===== src/rtl/instr_fetch_unit_if.sv =====
//------------------------------------------------------------------------------
// Module  : instr_fetch_unit_if
// Brief   : Instruction-memory read bus between the fetch unit and imem.
// Revision: 1.0 - initial release
//------------------------------------------------------------------------------
`default_nettype none

interface instr_fetch_unit_if;
    logic        imem_rd;
    logic [63:0] imem_addr;
    logic [31:0] imem_rdata;
    logic        imem_valid;

    modport master (
        output imem_rd,
        output imem_addr,
        input  imem_rdata,
        input  imem_valid
    );

    modport slave (
        input  imem_rd,
        input  imem_addr,
        output imem_rdata,
        output imem_valid
    );
endinterface

`default_nettype wire


===== src/rtl/instr_fetch_unit.sv =====
//------------------------------------------------------------------------------
// Module  : instr_fetch_unit
// Brief   : RV64I multicycle fetch stage: PC, imem read, IR, latency timeout.
// Revision: 1.0 - initial release
//------------------------------------------------------------------------------
`default_nettype none

module instr_fetch_unit #(
    parameter logic [63:0] RESET_PC = 64'h0,
    parameter int          TIMEOUT  = 15
) (
    input  wire logic               clk,
    input  wire logic               reset,
    input  wire logic               fetch_req,
    input  wire logic               pc_load,
    input  wire logic [63:0]        pc_next,
    instr_fetch_unit_if.master      imem,
    output logic      [63:0]        pc,
    output logic      [31:0]        instr,
    output logic      [6:0]         opcode,
    output logic      [4:0]         rd,
    output logic      [2:0]         funct3,
    output logic      [4:0]         rs1,
    output logic      [4:0]         rs2,
    output logic      [6:0]         funct7,
    output logic                    instr_valid,
    output logic                    fetch_err
);

    localparam logic [31:0] c_nop     = 32'h0000_0013;
    localparam logic [7:0]  c_timeout = 8'(TIMEOUT);

    typedef enum logic [1:0] {
        S_IDLE  = 2'd0,
        S_REQ   = 2'd1,
        S_WAIT  = 2'd2,
        S_READY = 2'd3
    } state_t;

    state_t      r_state, w_state_nxt;
    logic [63:0] r_pc, w_pc_nxt;
    logic [31:0] r_ir;
    logic [7:0]  r_count, w_count_nxt, w_count_inc;
    logic        r_imem_rd;
    logic [63:0] r_imem_addr;
    logic        r_instr_valid;
    logic        r_fetch_err;
    logic        w_ir_load;
    logic        w_err_set;
    logic        w_target_ok;

    assign w_target_ok = (pc_next[1:0] == 2'b00);
    assign w_count_inc = r_count + 8'd1;

    always_comb begin
        w_state_nxt = r_state;
        w_pc_nxt    = r_pc;
        w_count_nxt = r_count;
        w_ir_load   = 1'b0;
        w_err_set   = 1'b0;
        case (r_state)
            S_IDLE: begin
                // A misaligned redirect flags the error but never moves the PC.
                if (pc_load) begin
                    if (w_target_ok) w_pc_nxt  = pc_next;
                    else             w_err_set = 1'b1;
                end
                if (fetch_req) w_state_nxt = S_REQ;
            end
            S_REQ: begin
                w_count_nxt = 8'd0;
                w_state_nxt = S_WAIT;
            end
            S_WAIT: begin
                if (imem.imem_valid) begin
                    w_ir_load   = 1'b1;
                    w_state_nxt = S_READY;
                end else begin
                    w_count_nxt = w_count_inc;
                    if (w_count_inc == c_timeout) begin
                        w_err_set   = 1'b1;
                        w_state_nxt = S_IDLE;
                    end
                end
            end
            S_READY: begin
                if (fetch_req) begin
                    if (!pc_load)        w_pc_nxt  = r_pc + 64'd4;
                    else if (w_target_ok) w_pc_nxt = pc_next;
                    else                  w_err_set = 1'b1;
                    w_state_nxt = S_REQ;
                end else if (pc_load) begin
                    if (w_target_ok) w_pc_nxt  = pc_next;
                    else             w_err_set = 1'b1;
                    w_state_nxt = S_IDLE;
                end
            end
            default: w_state_nxt = S_IDLE;
        endcase
    end

    always_ff @(posedge clk) begin
        if (reset) begin
            r_state       <= S_IDLE;
            r_pc          <= RESET_PC;
            r_ir          <= c_nop;
            r_count       <= 8'd0;
            r_imem_rd     <= 1'b0;
            r_imem_addr   <= 64'd0;
            r_instr_valid <= 1'b0;
            r_fetch_err   <= 1'b0;
        end else begin
            r_state       <= w_state_nxt;
            r_pc          <= w_pc_nxt;
            r_count       <= w_count_nxt;
            r_imem_rd     <= (w_state_nxt == S_REQ);
            r_instr_valid <= (w_state_nxt == S_READY);
            if (w_state_nxt == S_REQ) r_imem_addr <= w_pc_nxt;
            if (w_ir_load)            r_ir        <= imem.imem_rdata;
            if (w_err_set)            r_fetch_err <= 1'b1;
        end
    end

    assign imem.imem_rd   = r_imem_rd;
    assign imem.imem_addr = r_imem_addr;
    assign pc             = r_pc;
    assign instr          = r_ir;
    assign opcode         = r_ir[6:0];
    assign rd             = r_ir[11:7];
    assign funct3         = r_ir[14:12];
    assign rs1            = r_ir[19:15];
    assign rs2            = r_ir[24:20];
    assign funct7         = r_ir[31:25];
    assign instr_valid    = r_instr_valid;
    assign fetch_err      = r_fetch_err;

endmodule

`default_nettype wire

===== src/flat_wrapper.sv =====
// flat-port wrapper written by rule: the top's interface ports become plain ports
module instr_fetch_unit_flat 
#(
    parameter logic [63:0] RESET_PC = 64'h0,
    parameter int          TIMEOUT  = 15
)
  (clk, reset, fetch_req, pc_load, pc_next, pc, instr, opcode, rd, funct3, rs1, rs2, funct7, instr_valid, fetch_err, imem_imem_rd, imem_imem_addr, imem_imem_rdata, imem_imem_valid);
  instr_fetch_unit_if imem_i ();
  input  wire logic clk;
  input  wire logic reset;
  input  wire logic fetch_req;
  input  wire logic pc_load;
  input  wire logic [63:0] pc_next;
  output logic      [63:0] pc;
  output logic      [31:0] instr;
  output logic      [6:0] opcode;
  output logic      [4:0] rd;
  output logic      [2:0] funct3;
  output logic      [4:0] rs1;
  output logic      [4:0] rs2;
  output logic      [6:0] funct7;
  output logic instr_valid;
  output logic fetch_err;
  output wire logic [$bits(imem_i.imem_rd)-1:0] imem_imem_rd;
  output wire logic [$bits(imem_i.imem_addr)-1:0] imem_imem_addr;
  input wire logic [$bits(imem_i.imem_rdata)-1:0] imem_imem_rdata;
  input wire logic [$bits(imem_i.imem_valid)-1:0] imem_imem_valid;
  assign imem_imem_rd = imem_i.imem_rd;
  assign imem_imem_addr = imem_i.imem_addr;
  assign imem_i.imem_rdata = imem_imem_rdata;
  assign imem_i.imem_valid = imem_imem_valid;
  instr_fetch_unit #(.RESET_PC(RESET_PC), .TIMEOUT(TIMEOUT)) u_core (.clk(clk), .reset(reset), .fetch_req(fetch_req), .pc_load(pc_load), .pc_next(pc_next), .imem(imem_i), .pc(pc), .instr(instr), .opcode(opcode), .rd(rd), .funct3(funct3), .rs1(rs1), .rs2(rs2), .funct7(funct7), .instr_valid(instr_valid), .fetch_err(fetch_err));
endmodule

===== config.mk =====
export PLATFORM = sky130hd
export DESIGN_NAME = instr_fetch_unit_flat
export DESIGN_NICKNAME = d
export VERILOG_FILES = /design/src/rtl/instr_fetch_unit_if.sv /design/src/rtl/instr_fetch_unit.sv /design/src/flat_wrapper.sv
export SDC_FILE = /design/constraint.sdc
export NUM_CORES = 1
export LEC_CHECK = 0
export ABC_CLOCK_PERIOD_IN_PS = 4500
export CAP_MARGIN = 5
export CORE_ASPECT_RATIO = 0.8
export CORE_UTILIZATION = 28
export CTS_CLUSTER_SIZE = 30
export DETAILED_ROUTE_END_ITERATION = 7
export HOLD_SLACK_MARGIN = 0.15
export PLACE_DENSITY = 0.54
export SLEW_MARGIN = 0
export SYNTH_ARGS = -nofsm -noshare
export SYNTH_HDL_FRONTEND = slang
export SYNTH_SLANG_ARGS = --single-unit

===== constraint.sdc =====
create_clock -name clk -period 4.5 [get_ports clk]
set_input_delay 0.45 -clock clk [delete_from_list [all_inputs] [get_ports clk]]
set_output_delay 0.45 -clock clk [all_outputs]
set_load 0.01 [all_outputs]

# == After elaboration in Yosys (flattened, before gate mapping) ==
# Cells that the tools add are included.
# op_classes
muxes,20
add_sub_neg,2
reduce_logical,5
eq_ne,7
# op_table
operator,n
$mux W64,4
$pmux W64 S2,1
$add A64 B3 Y64 const B,1
$pmux W8 S2,1
$mux W2,5
$add A8 B1 Y8 const B,1
$eq A8 B4 Y1 const B,1
$mux W8,1
$pmux W2 S4,1
$eq A2 B2 Y1 const B,3
$mux W1,6
$eq A2 B1 Y1 const B,2
$logic_not A2 Y1,2
$ne A2 B2 Y1 const B,1
$pmux W1 S2,1
$reduce_and A2 Y1,1
$reduce_bool A2 Y1,1
$reduce_or A2 Y1,1
# totals
elab_cells,42
regBits,173
out_inout_bits,195
input_bits,101

# == Longest topological paths before layout ==
# Gate-level depths: netlist of the first run.
# logic_depth
depth_word,6
ltp_mapped,12
depth_no_buf,9

# == Worst setup path before layout of the first run ==
# No wires, ideal clock.
# synth_timing
path_kind,reg-to-reg
startpoint,"register u_core.r_pc[7], in the netlist u_core.pc[7]"
endpoint,"register u_core.r_imem_addr[59], in the netlist u_core.imem.imem_addr[59]"
path_buffers,1
t_required_ns,4.442
arrival_time_ns,2.462
period_less_slack_ns,2.519
path_stages_with_launch,9
setup_ns,0.058
slack_ns,1.981
cell_sequence,dfxtp_1 > buf_4 > and4_4 > nand2_4 > or4_4 > or4_4 > or3_1 > a31oi_1 > a21o_1
# synth_between
elab_chain_len,4
# synth_rtl
item,line_no,source
start: declaration,instr_fetch_unit.sv:41,"logic [63:0] r_pc, w_pc_nxt;"
start signal: assignment,instr_fetch_unit.sv:114,r_pc <= w_pc_nxt;
$add A64 B3 Y64,instr_fetch_unit.sv:88,if (!pc_load) w_pc_nxt = r_pc + 64'd4;
$mux W64,instr_fetch_unit.sv:88,
$mux W64,instr_fetch_unit.sv:87,if (fetch_req) begin
$pmux W64 S2,instr_fetch_unit.sv:61,case (r_state)
end signal: assignment,instr_fetch_unit.sv:118,if (w_state_nxt == S_REQ) r_imem_addr <= w_pc_nxt;
end: declaration,instr_fetch_unit.sv:45,logic [63:0] r_imem_addr;
# Every way passes these cells.
# A chain may end at the register's enable or synchronous reset.

# == Worst setup path after layout of the first run ==
# layout_timing
startpoint,"register u_core.r_pc[36], in the netlist u_core.pc[36]"
endpoint,"register u_core.r_imem_addr[59], in the netlist u_core.imem.imem_addr[59]"
# The elaborated chain is that of the path after synthesis.

==> results.py, run 1 <==
metrics = {
    "status": {
        "run_status": "completed",
    },
    "die": {
        "fp.dieW_um": 211,
        "start_util_pct": 28.8,
        "chipHeight_um": 169,
        "core_region_area_um2": 34100,
        "ios": 296,
        "fp.dieArea_um2": 35800,
        "placement_rows": 60,
    },
    "sta": {
        "setup_violators_final": 0,
        "fin_skew_ns": 0.0189,
        "hold_fails_final_rpt": 0,
        "setup-tns-final_ns": 0,
        "unrepaired_setup_endpoints_after_global_routing": "no",
        "maxSlewHeadroom_pct": 31.6,
        "post-route-min-period_ns": 3.42,
        "timing_worst_slew_pin_value_ns": 1.02,
        "finalCritPeriodShare_pct": 76.1,
        "maxSlewViolCount": 0,
        "hold-worst-slack_ns": 0.456,
        "setup_ws_ns": 1.08,
        "clock.fmax_ghz": 0.292,
    },
    "global_route": {
        "grt_util_all_layers_pct": 25.9,
        "grt_first_pass_wirelength_mm": 69.6,
        "grt_antenna_before_repair": 1,
        "number_of_global_route_vias_before_repair": 10300,
        "largest_net_degree_at_the_start_of_global_routing": 85,
        "overflow": 0,
    },
    "pwr": {
        "cellLeakagePower_nw": 4.67,
        "power_frac_comb_pct": 22.0,
        "switching_power_mw": 1.35,
        "power.total_mw": 4.28,
        "vdd_drop_max_mv": 0.223,
        "p_int_mw": 2.93,
        "sw_frac_of_total_pct": 31.5,
        "clock_power_share_pct": 37.5,
        "power.share.sequential_pct": 40.4,
        "power.density_cell_area_nw_per_um2": 313,
    },
    "critical_path": {
        "critPathArrivalTime_ns": 3.81,
        "cpPeakStageDelay_ns": 0.95,
        "worstPathCellList": "nand4_1 -> nor4_1 -> nand2_1 -> or3_1 -> a31oi_1 -> a21o_1",
        "worstSetupEndpointType": "flop",
        "critPathKind": "flop to flop",
        "setup.worst_path.start_class": "flop",
        "crit_slowest_cell": "sky130_fd_sc_hd__nor4_1",
        "cp_data_required_time_ns": 4.88,
        "maximum_fanout_encountered_on_the_critical_timing_path": 9,
    },
    "yosys": {
        "synth-compound-area-share_pct": 23.8,
        "synth-seq-cells": 173,
        "syn-instance-count": 1312,
        "netlist_area_um2": 9820,
        "ys.warnings.count": 0,
        "synth.largest_area_cell": "sky130_fd_sc_hd__dfxtp_1",
        "post_synth_main_area_contributors": "sky130_fd_sc_hd__dfxtp_1 35%, sky130_fd_sc_hd__nand2_1 7.1%, sky130_fd_sc_hd__a21oi_1 4.7%",
        "synth_seq_area_share_pct": 35.3,
        "synthArstFlopShare_pct": 0,
        "post_synthesis_simple_gate_area_fraction_pct": 31.0,
        "syn_area_cell_um2": 7.48,
        "post_synth_mux_area_share_pct": 0.841,
        "synth-xor-area-share_pct": 0.446,
        "synth_top_family_by_area": "simple AND/OR/NAND/NOR gates",
        "post_synth_fa_ha_maj_area_fraction_pct": 0.892,
        "synth_cell_type_count": 77,
        "dominantRegCellSynth": "sky130_fd_sc_hd__dfxtp_1",
        "netlist.area_leader.share_pct": 35.3,
        "synth-edff-count": 0,
        "syn-num-nets": 1420,
    },
    "place": {
        "gpl.final_weighted_congestion": 0.998,
        "place.detailed.hpwl_mm": 35.2,
        "post-place-ws_ns": 1.08,
        "placement.io_buffers": 295,
    },
    "clock_tree": {
        "cts.clk_slew.worst_paths_ns": 0.07,
        "post_cts_hold_buffer_count": 0,
        "cts.path.max_buffers": 2,
        "tritoncts_clock_tree": "built",
        "cts_root_buf": "sky130_fd_sc_hd__clkbuf_16",
        "clkSinkCount": 173,
        "ctsResizeCount": 0,
        "post_cts_buffers": 0,
        "ctsHtreeMaxLevel": 4,
        "clk_latency_ns": 0.45,
        "tritoncts.num_buffers": 17,
    },
    "routing": {
        "drt-total-wl_mm": 47.6,
        "detailedRoute.firstIterationViolations": 1196,
        "detail_route.first_pass.iterations": 6,
        "remaining_drc_errors": 0,
        "viasPerCell": 5.66,
        "routed_wire_length_per_instance_um": 23.7,
        "antenna_left": 0,
        "via_count": 11400,
    },
    "min_path": {
        "hold_class": "flop to flop",
    },
    "layout": {
        "final.fill_count": 3527,
        "utilization_pct": 40.1,
        "area_growth_syn_to_layout_pct": 39.3,
        "drive_gt1_share_pct": 6.15,
        "fin_nets": 1641,
    },
    "flow_run": {
        "maxCapViolations": 0,
    },
}
-- path summary, 6_finish.rpt --
check	start	end	slack, ns	cells after the start
hold / removal	u_core.imem.imem_addr[40]	u_core.imem.imem_addr[40]	0.46	2
setup / recovery	u_core.pc[36]	u_core.imem.imem_addr[59]	1.08	6
hold reg to reg	u_core.imem.imem_addr[40]	u_core.imem.imem_addr[40]	0.46	2
setup reg to reg	u_core.pc[36]	u_core.imem.imem_addr[59]	1.08	6
-- cell type report --
| type | count | area [µm²] | area share [%] |
|---|---|---|---|
| inverters | 29 | 109 | 0.796 |
| clock buffers | 20 | 437 | 3.19 |
| diodes | 1 | 2.50 | 0.0183 |
| flip-flops and latches | 173 | 3460 | 25.3 |
| clock inverters | 10 | 165 | 1.21 |
| well taps | 465 | 582 | 4.26 |
| repair buffers | 339 | 3310 | 24.2 |
| multi-input cells | 973 | 5610 | 41.0 |
-- layout by cell type (no fill, tap or decap), types with 24 or more instances in the layout --
master,Yosys,layout
sky130_fd_sc_hd__o21ai_0,74,74
sky130_fd_sc_hd__nor4_1,25,24
sky130_fd_sc_hd__nand4_1,38,38
sky130_fd_sc_hd__clkdlybuf4s50_1,0,294
sky130_fd_sc_hd__nor2_1,101,101
sky130_fd_sc_hd__nand2_1,186,186
sky130_fd_sc_hd__dfxtp_1,173,173
sky130_fd_sc_hd__nand3b_1,29,29
sky130_fd_sc_hd__a21o_1,33,33
sky130_fd_sc_hd__buf_4,35,43
sky130_fd_sc_hd__a21oi_1,92,92
sky130_fd_sc_hd__inv_1,28,28
sky130_fd_sc_hd__nand3_1,45,45
sky130_fd_sc_hd__nor3b_1,33,32
sky130_fd_sc_hd__nor3_1,48,48
-- cell families (layout without fill, tap and decap cells) --
group | count (synthesis) | in the layout
AOI/OAI and AO/OA | 359 | 359
muxes | 8 | 8
xor gates and xnor gates | 5 | 5
adders and majority gates | 7 | 7
buffers and inverters | 166 | 398
other | 0 | 1
DFF | 173 | 173
and+or+nand+nor | 594 | 594
-- synthesized netlist by cell type, types with 8 or more instances --
master and number:
sky130_fd_sc_hd__nand3b_1 29, sky130_fd_sc_hd__buf_4 35, sky130_fd_sc_hd__and3_1 14, sky130_fd_sc_hd__a311oi_1 17
sky130_fd_sc_hd__dfxtp_1 173, sky130_fd_sc_hd__nor3_1 48, sky130_fd_sc_hd__o211ai_1 13, sky130_fd_sc_hd__nand2b_1 11
sky130_fd_sc_hd__nand3_1 45, sky130_fd_sc_hd__nand4_1 38, sky130_fd_sc_hd__a211oi_1 21, sky130_fd_sc_hd__o22ai_1 19
sky130_fd_sc_hd__and4_1 9, sky130_fd_sc_hd__nor4_1 25, sky130_fd_sc_hd__or4_1 9, sky130_fd_sc_hd__inv_1 28
sky130_fd_sc_hd__a21oi_1 92, sky130_fd_sc_hd__nor2_1 101, sky130_fd_sc_hd__a21o_1 33, sky130_fd_sc_hd__a221oi_1 8
sky130_fd_sc_hd__nor3b_1 33, sky130_fd_sc_hd__o31ai_1 13, sky130_fd_sc_hd__o21ai_0 74, sky130_fd_sc_hd__a31oi_1 16
sky130_fd_sc_hd__clkbuf_1 91, sky130_fd_sc_hd__or3_1 15, sky130_fd_sc_hd__nand2_1 186
-- routing by layer --
metal | up-vias | wire, µm | track usage [%]
met4 | 0 | 587 | 5.45
met3 | 40 | 4550 | 6.50
met5 | - | 0 | 0
li1 | 5228 | - | -
met2 | 615 | 19900 | 36.6
met1 | 5495 | 22600 | 39.0
-- flip-flops by register name, summed over array words and instances (netlist names) --
| register | flops |
|---|---|
| u_core.r_state | 2 |
| u_core.fetch_err | 1 |
| u_core.pc | 64 |
| u_core.r_count | 8 |
| u_core.instr_valid | 1 |
| u_core.imem.imem_addr | 64 |
| u_core.instr | 32 |
| u_core.imem.imem_rd | 1 |
-- metrics by stage --
stage | cell area [µm²] | cells
2_1_floorplan | 9820 | 1312
3_3_place_gp | 13100 | 1979
3_5_place_dp | 13100 | 1979
4_1_cts | 13700 | 2009
5_1_grt | 13700 | 2009
6_report | 13700 | 2010
-- worst max-delay path: cells and delay by family, from the launching register on --
family	cells	cell delay (ns)
AO/OA/AOI/OAI	2	0.76
flip-flops	1	0.65
AND/OR/NAND/NOR	4	1.94
-- power by group through the flow --
| stage | Combinational [mW] | Clock [mW] | Sequential (mW) |
|---|---|---|---|
| final | 0.942 | 1.61 | 1.73 |
| after global routing | 1.00 | 1.70 | 1.74 |
| after CTS | 0.928 | 1.64 | 1.72 |
| after detailed placement | 0.924 | 0 | 1.76 |
| after global placement | 0.919 | 0 | 1.76 |
| after floorplan | 0.441 | 0 | 1.73 |
No activity file was read; power rests on OpenSTA's default activity.
==> inputs of run 2 (changes only) <==
--- a/config.mk
+++ b/config.mk
@@ -5,7 +5,7 @@
 export SDC_FILE = /design/constraint.sdc
 export NUM_CORES = 1
 export LEC_CHECK = 0
-export ABC_CLOCK_PERIOD_IN_PS = 4500
+export ABC_CLOCK_PERIOD_IN_PS = 3450
 export CAP_MARGIN = 5
 export CORE_ASPECT_RATIO = 0.8
 export CORE_UTILIZATION = 28
==> constraint.sdc (replaced) <==
create_clock -name clk -period 3.45 [get_ports clk]
set_input_delay 0.345 -clock clk [delete_from_list [all_inputs] [get_ports clk]]
set_output_delay 0.345 -clock clk [all_outputs]
set_load 0.01 [all_outputs]
==> run 2 against run 1 <==
  * Wire length increased by 2.1%
  * Total power increased by 29%
  * Combinational power increased by 41%
  * Via count increased by 2.0%
  * Clock skew increased by 0.0010 ns
  * Non-clock buffer count increased by 62
  * Clock power increased by 22%
  * Sequential power increased by 28%
  * Global-route usage increased by 0.69 points
  * Clock-buffer cell count decreased by 1
  * Core utilization increased by 1.3 points
  * Critical path type unchanged
  * Highest routed layer unchanged
==> results.py, run 2 (synthesis results as in run 1) <==
metrics = {
    "die": {
        "fp.dieW_um": 211,
        "core_region_area_um2": 34100,
        "start_util_pct": 28.8,
        "ios": 296,
        "fp.dieArea_um2": 35800,
        "chipHeight_um": 169,
        "placement_rows": 60,
    },
    "global_route": {
        "number_of_global_route_vias_before_repair": 10700,
        "grt_first_pass_wirelength_mm": 71.2,
        "largest_net_degree_at_the_start_of_global_routing": 62,
        "grt_antenna_before_repair": 0,
        "overflow": 0,
        "grt_util_all_layers_pct": 26.6,
    },
    "sta": {
        "fin_skew_ns": 0.0199,
        "maxSlewHeadroom_pct": 48.9,
        "post-route-min-period_ns": 3.21,
        "setup_violators_final": 0,
        "setup_ws_ns": 0.240,
        "clock.fmax_ghz": 0.312,
        "finalCritPeriodShare_pct": 93.0,
        "maxSlewViolCount": 0,
        "setup-tns-final_ns": 0,
        "timing_worst_slew_pin_value_ns": 0.756,
        "hold_fails_final_rpt": 0,
        "unrepaired_setup_endpoints_after_global_routing": "no",
        "hold-worst-slack_ns": 0.319,
    },
    "critical_path": {
        "crit_slowest_cell": "sky130_fd_sc_hd__or4_1",
        "reg2reg_setup_slack_ns": 0.24,
        "worstSetupEndpointType": "flop",
        "critical_path_buf_inv_count": 0,
        "reg2reg_to": "u_core.imem.imem_addr[34]",
        "maximum_fanout_encountered_on_the_critical_timing_path": 8,
        "cpPeakStageDelay_ns": 0.69,
        "worst_path_dominant_cell_family": "simple AND/OR/NAND/NOR gates",
        "r2r_start": "u_core.pc[15]",
        "setup.worst_path.start_class": "flop",
        "critPathArrivalTime_ns": 3.51,
        "cp_data_required_time_ns": 3.75,
        "worst-r2r-cell-count": 7,
        "worstPathCellList": "nand4_1 -> or2_0 -> or4_1 -> nor3_2 -> a31oi_1 -> a311oi_1 -> a211oi_1",
        "critPathKind": "flop to flop",
    },
    "routing": {
        "via_count": 11600,
        "detail_route.first_pass.iterations": 6,
        "remaining_drc_errors": 0,
        "viasPerCell": 5.60,
        "detailedRoute.firstIterationViolations": 1497,
        "antenna_left": 0,
        "routed_wire_length_per_instance_um": 23.4,
        "drt-total-wl_mm": 48.6,
    },
    "clock_tree": {
        "cts.path.max_buffers": 2,
        "clk_latency_ns": 0.46,
        "cts.clk_slew.worst_paths_ns": 0.08,
        "post_cts_buffers": 0,
        "tritoncts.num_buffers": 17,
        "ctsHtreeMaxLevel": 4,
        "cts_root_buf": "sky130_fd_sc_hd__clkbuf_16",
        "tritoncts_clock_tree": "built",
        "clkSinkCount": 173,
    },
    "place": {
        "placement.io_buffers": 295,
        "place.detailed.hpwl_mm": 37.2,
        "dpl.cell_count": 2041,
        "post-place-ws_ns": 0.154,
        "gpl.final_weighted_congestion": 1.04,
    },
    "pwr": {
        "vdd_drop_max_mv": 0.257,
        "switching_power_mw": 1.83,
        "clock_power_share_pct": 35.5,
        "power.density_cell_area_nw_per_um2": 390,
        "power_frac_comb_pct": 24.2,
        "p_int_mw": 3.68,
        "power.share.sequential_pct": 40.3,
        "cellLeakagePower_nw": 4.98,
        "sw_frac_of_total_pct": 33.2,
    },
    "min_path": {
        "min_delay_path_depth": 2,
        "hp-start": "reset",
        "min_delay_worst_endpoint": "u_core.pc[43]",
        "hold_class": "input pin to flop",
    },
    "flow_run": {
        "maxCapViolations": 0,
    },
    "layout": {
        "instances_no_fill": 2073,
        "area_growth_syn_to_layout_pct": 43.8,
        "most_frequent_standard_cell_in_the_layout_excluding_fill_and_tap_cells": "sky130_fd_sc_hd__clkdlybuf4s50_1",
        "fin_nets": 1703,
        "most-common-layout-cells": "294 x sky130_fd_sc_hd__clkdlybuf4s50_1, 186 x sky130_fd_sc_hd__nand2_1, 173 x sky130_fd_sc_hd__dfxtp_1, 103 x sky130_fd_sc_hd__buf_4, 101 x sky130_fd_sc_hd__nor2_1",
        "n_antenna_cell": 0,
        "drive_gt1_share_pct": 9.95,
    },
    "status": {
        "run_status": "completed",
    },
}
run 2: changes by cell type in the layout (fill, tap and decap cells not counted), sizes merged:
cell	before	now
buf	45	107
inv	30	36
bufinv	4	1
clkbuf	20	19
clkinv	2	3
clkinvlp	3	2
diode	1	0
run 2: worst max path at each step:
| stage | startpoint | to | slack (ns) | cells after the start |
|---|---|---|---|---|
| finish | u_core.pc[15] | u_core.imem.imem_addr[34] | 0.24 | 7 |
| global route | u_core.pc[15] | u_core.imem.imem_addr[34] | 0.11 | 7 |
| CTS | u_core.pc[15] | u_core.imem.imem_addr[34] | 0.12 | 7 |
| detailed placement | u_core.pc[15] | u_core.imem.imem_addr[34] | 0.15 | 7 |
| global placement | u_core.pc[15] | u_core.imem.imem_addr[34] | 0.14 | 7 |
| floorplan | u_core.pc[7] | u_core.imem.imem_addr[59] | 0.93 | 8 |
run 2: final cells by class:
cell class | instances | area, µm²
clock buffer | 19 | 433
timing repair buffer | 401 | 3800
inverter | 29 | 109
multi-input combinational | 973 | 5610
sequential | 173 | 3460
fill | 3553 | 20000
clock inverter | 13 | 130
tap | 465 | 582
run 2: stage by stage:
step	total power, mW	instance area [µm²]	utilization, %
6_report	5.51	14100	41.4
5_1_grt	5.73	14100	41.4
4_1_cts	5.53	14100	41.4
3_5_place_dp	3.56	13600	39.8
3_3_place_gp	3.56	13600	39.8
2_1_floorplan	2.83	9820	-
run 2: layer usage:
layer | up-vias | track usage (%) | part of all wire [%]
met5 | - | 0 | 0
met4 | 0 | 6.27 | 1.5
met2 | 633 | 37.3 | 41
met1 | 5581 | 39.2 | 46
met3 | 50 | 7.94 | 11
li1 | 5346 | - | -
run 2: timing repair:
| action | 4_1_cts | 5_1_grt |
|---|---|---|
| setup endpoints to repair | 0 | 2 |
| hold buffers | 0 | 0 |
| gates resized for setup | 0 | 1 |
run 2: power groups by stage:
stage	registers, mW	logic, mW	clock network (mW)
6_report	2.22	1.33	1.96
5_1_grt	2.23	1.41	2.09
4_1_cts	2.22	1.31	2.00
3_5_place_dp	2.26	1.30	0
3_3_place_gp	2.26	1.30	0
2_1_floorplan	2.26	0.575	0
==> inputs of run 3 (changes only) <==
--- a/config.mk
+++ b/config.mk
@@ -13,6 +13,7 @@
 export DETAILED_ROUTE_END_ITERATION = 7
 export HOLD_SLACK_MARGIN = 0.15
 export PLACE_DENSITY = 0.54
+export RECOVER_POWER = 50
 export SLEW_MARGIN = 0
 export SYNTH_ARGS = -nofsm -noshare
 export SYNTH_HDL_FRONTEND = slang
==> run 3 against run 2 <==
  * Clock-buffer cell count unchanged
  * Wire length decreased by 0.32%
  * Via count rose by 0.24%
  * Core utilization is essentially flat
  * Critical endpoint unchanged
==> results.py, run 3 (synthesis results as in run 1) <==
metrics = {
    "sta": {
        "timing_worst_slew_pin_value_ns": 1.49,
        "setup_violators_final": 0,
        "maxSlewViolCount": 0,
        "fin_skew_ns": 0.0203,
        "hold_fails_final_rpt": 0,
        "unrepaired_setup_endpoints_after_global_routing": "no",
        "finalCritPeriodShare_pct": 94.1,
        "setup-tns-final_ns": 0,
        "setup_ws_ns": 0.202,
        "maxSlewHeadroom_pct": 0.818,
        "clock.fmax_ghz": 0.308,
        "post-route-min-period_ns": 3.25,
    },
    "layout": {
        "n_antenna_cell": 0,
        "most_frequent_standard_cell_in_the_layout_excluding_fill_and_tap_cells": "sky130_fd_sc_hd__nand2_1",
        "fin_nets": 1703,
        "drive_gt1_share_pct": 9.89,
        "area_growth_syn_to_layout_pct": 43.8,
        "most-common-layout-cells": "186 x sky130_fd_sc_hd__nand2_1, 173 x sky130_fd_sc_hd__dfxtp_1, 150 x sky130_fd_sc_hd__dlygate4sd3_1, 144 x sky130_fd_sc_hd__clkdlybuf4s50_1, 102 x sky130_fd_sc_hd__buf_4",
    },
    "critical_path": {
        "setup.worst_path.start_class": "flop",
        "worst-r2r-cell-count": 7,
        "maximum_fanout_encountered_on_the_critical_timing_path": 8,
        "critPathKind": "flop to flop",
        "critPathArrivalTime_ns": 3.54,
        "worstPathCellList": "nand4_1 -> or2_0 -> or4_1 -> nor3_2 -> a31oi_1 -> a311oi_1 -> a211oi_1",
        "cpPeakStageDelay_ns": 0.69,
        "worstSetupEndpointType": "flop",
        "crit_slowest_cell": "sky130_fd_sc_hd__or4_1",
        "cp_data_required_time_ns": 3.74,
    },
    "clock_tree": {
        "cts.clk_slew.worst_paths_ns": 0.08,
        "post_cts_hold_buffer_count": 0,
        "tritoncts_clock_tree": "built",
        "cts.path.max_buffers": 2,
        "cts_root_buf": "sky130_fd_sc_hd__clkbuf_16",
        "ctsHtreeMaxLevel": 4,
        "tritoncts.num_buffers": 17,
        "clk_latency_ns": 0.45,
        "clkSinkCount": 173,
    },
    "die": {
        "core_region_area_um2": 34100,
        "chipHeight_um": 169,
        "ios": 296,
        "fp.dieW_um": 211,
        "fp.dieArea_um2": 35800,
        "placement_rows": 60,
        "start_util_pct": 28.8,
    },
    "routing": {
        "detail_route.first_pass.iterations": 5,
        "detailedRoute.firstIterationViolations": 1423,
        "drt-total-wl_mm": 48.4,
        "routed_wire_length_per_instance_um": 23.4,
        "antenna_left": 0,
        "via_count": 11600,
        "viasPerCell": 5.61,
        "remaining_drc_errors": 0,
    },
    "pwr": {
        "power.total_mw": 5.48,
        "power.density_cell_area_nw_per_um2": 388,
        "cellLeakagePower_nw": 5.44,
        "vdd_drop_max_mv": 0.254,
    },
    "global_route": {
        "largest_net_degree_at_the_start_of_global_routing": 62,
        "number_of_global_route_vias_before_repair": 10700,
        "grt_first_pass_wirelength_mm": 71.2,
        "grt_util_all_layers_pct": 26.6,
        "grt_antenna_before_repair": 0,
        "overflow": 0,
    },
    "place": {
        "post-place-ws_ns": 0.154,
        "placement.io_buffers": 295,
        "gpl.final_weighted_congestion": 1.04,
        "place.detailed.hpwl_mm": 37.2,
    },
    "status": {
        "run_status": "completed",
    },
    "min_path": {
        "hold_class": "input pin to flop",
        "min_delay_path_depth": 2,
    },
    "flow_run": {
        "maxCapViolations": 0,
    },
}
==> run 3: final cells by class <==
class / count / area, µm²
Multi-Input combinational cell: 973 / 5610
Clock buffer: 19 / 433
Tap cell: 465 / 582
Timing Repair Buffer: 401 / 3790
Fill cell: 3555 / 20000
Sequential cell: 173 / 3460
Inverter: 29 / 109
Clock inverter: 13 / 130
==> run 3: timing repair <==
item	in CTS	in global routing
gates resized for setup	0	1
setup buffers	0	0
setup endpoints to repair	0	2
==> run 3: final timing paths <==
path / endpoint / slack, ns / startpoint
max reg2reg: u_core.imem.imem_addr[34] / 0.20 / u_core.pc[15]
min reg2reg: u_core.imem.imem_addr[40] / 0.46 / u_core.imem.imem_addr[40]
min: u_core.pc[43] / 0.32 / reset
max: u_core.imem.imem_addr[34] / 0.20 / u_core.pc[15]
==> run 3: metrics by stage <==
step	instances	area, µm²	hold WS, ns	util [%]
after floorplan	1312	9820	0.452	-
after CTS	2073	14100	0.293	41.4
after global placement	2041	13600	0.448	39.8
after detailed placement	2041	13600	0.451	39.8
after global routing	2073	14100	0.326	41.4
final	2073	14100	0.317	41.4
==> run 3: report_power, final <==
group,internal (mW),switching (mW)
Sequential,2.10,0.122
Clock,1.02,0.941
Combinational,0.545,0.762
Total,3.66,1.82
==> run 3: routing by layer <==
metal	track usage, %	part of all wire (%)	up-vias
met3	7.94	11	47
met2	37.3	41	634
met1	39.2	46	5613
met4	6.27	1.5	0
met5	0	0	-
li1	-	-	5344
==> run 3: worst max-delay path, delay by kind of cell, from the launching register on <==
kind | cells | cell delay, ns
flops | 1 | 0.51
compound gates | 3 | 0.84
simple gates | 4 | 1.74
==> RTL edit, RTL diff (settings of run 3) <==
`TIMEOUT` is set to 15 in 2 places; all go to 7.
--- a/src/rtl/instr_fetch_unit.sv
+++ b/src/rtl/instr_fetch_unit.sv
@@ -8,5 +8,5 @@
 module instr_fetch_unit #(
     parameter logic [63:0] RESET_PC = 64'h0,
-    parameter int          TIMEOUT  = 15
+    parameter int          TIMEOUT  = 7
 ) (
     input  wire logic               clk,
--- a/src/flat_wrapper.sv
+++ b/src/flat_wrapper.sv
@@ -3,5 +3,5 @@
 #(
     parameter logic [63:0] RESET_PC = 64'h0,
-    parameter int          TIMEOUT  = 15
+    parameter int          TIMEOUT  = 7
 )
   (clk, reset, fetch_req, pc_load, pc_next, pc, instr, opcode, rd, funct3, rs1, rs2, funct7, instr_valid, fetch_err, imem_imem_rd, imem_imem_addr, imem_imem_rdata, imem_imem_valid);
Check against the original RTL: same outputs for any inputs over 4 cycles, from zero or initial values and one cycle with reset high; that may be too few to reach the edited logic, so the function may still have changed.
==> RTL edit against run 3 <==
Worst setup slack gained 0.15 ns; total power is 4.7% lower; critical endpoint is now u_core.imem.imem_addr[62]; sequential power is 2% lower; wire length shrank 6.0%; sequential cell count unchanged; critical path depth is the same; global-route usage down 2.3 points; fmax grew 4.8%; synthesized area is 2.1% higher; via count shrank 2.4%; first-iteration DRC count is 6.2% lower; cell area fell by 0.40%; sequential share of layout area increased by 0.098 points; the flow now finishes with violations (capacitance limit, slew limit); final cell count shrank 3.6%.
==> RTL edit: results (changes against run 3) <==
| Metric | Value |
|---|---|
| DP Area | `0.01348 mm^2 (-0.57%)` |
| Final setup violation count | `0 (unchanged)` |
| Synth async-reset ratio | `0% (unchanged)` |
| Status | `complete, but fails checks` |
| 1st-pass router iterations | `6 (+1)` |
| Maximum VDD drop | `300.7 uV (+18%)` |
| Antenna diode count | `0 (unchanged)` |
| Synth unique cells | `85 (+10%)` |
| Clock skew | `0.01748 ns (-0.002825 ns)` |
| CTS Root Cell | `clkbuf_16` |
| Layout cells sized above 1 | `11.01% (+1.1 points)` |
| Post-synthesis adder-cell area fraction | `0.8741% (-0.018 points)` |
| Syn Inst Count | `1264 (-3.7%)` |
| Worst min-delay path class | `input pin to register` |
| Critical Path AT | `3.46 ns (-0.08 ns)` |
| Largest net degree at the start of global routing | `59 (-4.8%)` |
| Syn nets | `1372 (-3.4%)` |
| CTS buffer count | `17 (unchanged)` |
| Hpwl dp | `33.74 mm (-9.3%)` |
| Vias in the first global route | `10510 (-2.2%)` |
| Max-cap check violation count | `1 (+1)` |
| Delay-heaviest family, CP | `simple AND/OR/NAND/NOR gates` |
| Leakage | `5.253 nW (-3.5%)` |
| Gr usage total | `24.38% (-2.3 points)` |
| Max-slew violation total from the final report | `34 (+34)` |
| DR iter-0 viols | `1335 (-6.2%)` |
| Final RePlAce weighted congestion | `0.9463 (-9.2%)` |
| WL/cell | `22.77 um (-2.5%)` |
| Synth top area cells | `dfxtp_1 35%, nand2_1 4.9%, a21oi_1 4.6%, mux2_2 4.0%, o21ai_0 3.3%` |
| Post-layout nets | `1621 (-4.8%)` |
| CTS tree | `built` |
| Antenna-violating nets left | `0 (unchanged)` |
| Sequential fraction of the synthesis area | `34.57% (-0.71 points)` |
| Synth Area in Compound Gates | `24.19% (+0.38 points)` |
| Initial antenna violation count | `1 (+1)` |
| PortBufs | `295 (unchanged)` |
| Post-Synth XOR/XNOR Area | `0.2622% (-0.18 points)` |
| Vias per std cell | `5.688 (+1.3%)` |
| Failing checks | `capacitance limit, slew limit` |
| Primary FF master, synth | `dfxtp_1` |
| Critical path's largest stage delay | `0.73 ns (+0.04 ns)` |
| Multiplexer share of the synthesized area | `4.908% (+4.1 points)` |
| H-tree depth | `4 (unchanged)` |
| YS warnings | `0 (unchanged)` |
| Worst Path Max Fanout | `7 (-1)` |
| Clock-pin slew on the worst setup and hold paths | `0.08 ns (about the same)` |
| Synth top cells by count | `173 x dfxtp_1, 131 x nand2_1, 92 x a21oi_1, 80 x nor2_1, 78 x clkbuf_1` |
| Worst-Margin Slew | `1.600 ns (+0.1122 ns)` |
| Wire length of the first global-routing pass | `67.44 mm (-5.2%)` |
| Postcts setup bufs | `0 (unchanged)` |
## RTL edit: cell count changes after synthesis, sizes merged, moves of 12 or more
cell    change
nor2b      +36
nand2      -55
buf        +14
mux2       +39
clkbuf     -17
a21o       -28
nor3b      -30
nand3b     -26
o221ai     +12
o21a       +12
nor2       -21
## RTL edit: timing repair
item / 4_1_cts / 5_1_grt
hold buffers: 0 / 0
gates resized for setup: 0 / 1
endpoints found under the setup margin: 0 / 4
## RTL edit: layout make-up
type / count / area, um^2
clock buffers: 18 / 439.2
clock inverters: 14 / 147.6
fillers: 3599 / 20900
inverters: 18 / 67.56
multi-input cells: 939 / 5863
flip-flops and latches: 173 / 3463
well taps: 472 / 590.6
repair buffers: 364 / 3490
## RTL edit: metrics by stage
stage	setup WS [ns]	cells	utilization (%)	total power, mW
5_1_grt	0.1404	1998	40.22	5.426
3_5_place_dp	0.3363	1966	38.55	3.255
2_1_floorplan	0.6880	1264	-	2.685
6_report	0.3504	1998	40.22	5.225
3_3_place_gp	0.4004	1966	38.55	3.254
4_1_cts	0.3618	1998	40.23	5.265
## RTL edit: logic make-up (layout without fill, tap and decap cells)
kind of cell / count (synthesis) / count (layout)
flops: 173 / 173
xor+xnor: 3 / 3
compound gates: 362 / 362
mux: 44 / 44
fa+ha+maj: 7 / 7
buf+inv: 152 / 414
simple gates: 523 / 523
## RTL edit: routing by layer
metal  vias to the layer above  global-route usage (%)  part of all wire [%]
li1                       5197                       -                     -
met1                      5480                   35.16                    45
met2                       637                   37.08                    44
met3                        50                   4.911                   9.4
met4                         0                   5.280                   1.4
met5                         -                       0                     0
## RTL edit: tightest hold or removal path, stage by stage
cell	delay, ns
clkdlybuf4s50_1	0.40
nand2_1	0.05
a21oi_1	0.05
## RTL edit: final timing paths
path / depth (start not counted) / start / slack, ns / to
worst max-delay path: 7 / u_core.pc[2] / 0.35 / u_core.imem.imem_addr[62]
worst max register to register: 7 / u_core.pc[2] / 0.35 / u_core.imem.imem_addr[62]
worst min register to register: 2 / u_core.imem.imem_addr[0] / 0.46 / u_core.imem.imem_addr[0]
worst min-delay path: 3 / imem_imem_rdata[17] / 0.43 / u_core.instr[17]
## RTL edit: power by group
part	leakage (nW)	switching, mW	internal [mW]	total (mW)
Sequential	1.40	0.0993	2.07	2.17
Clock	0.280	0.976	1.04	2.02
Combinational	3.57	0.581	0.452	1.03
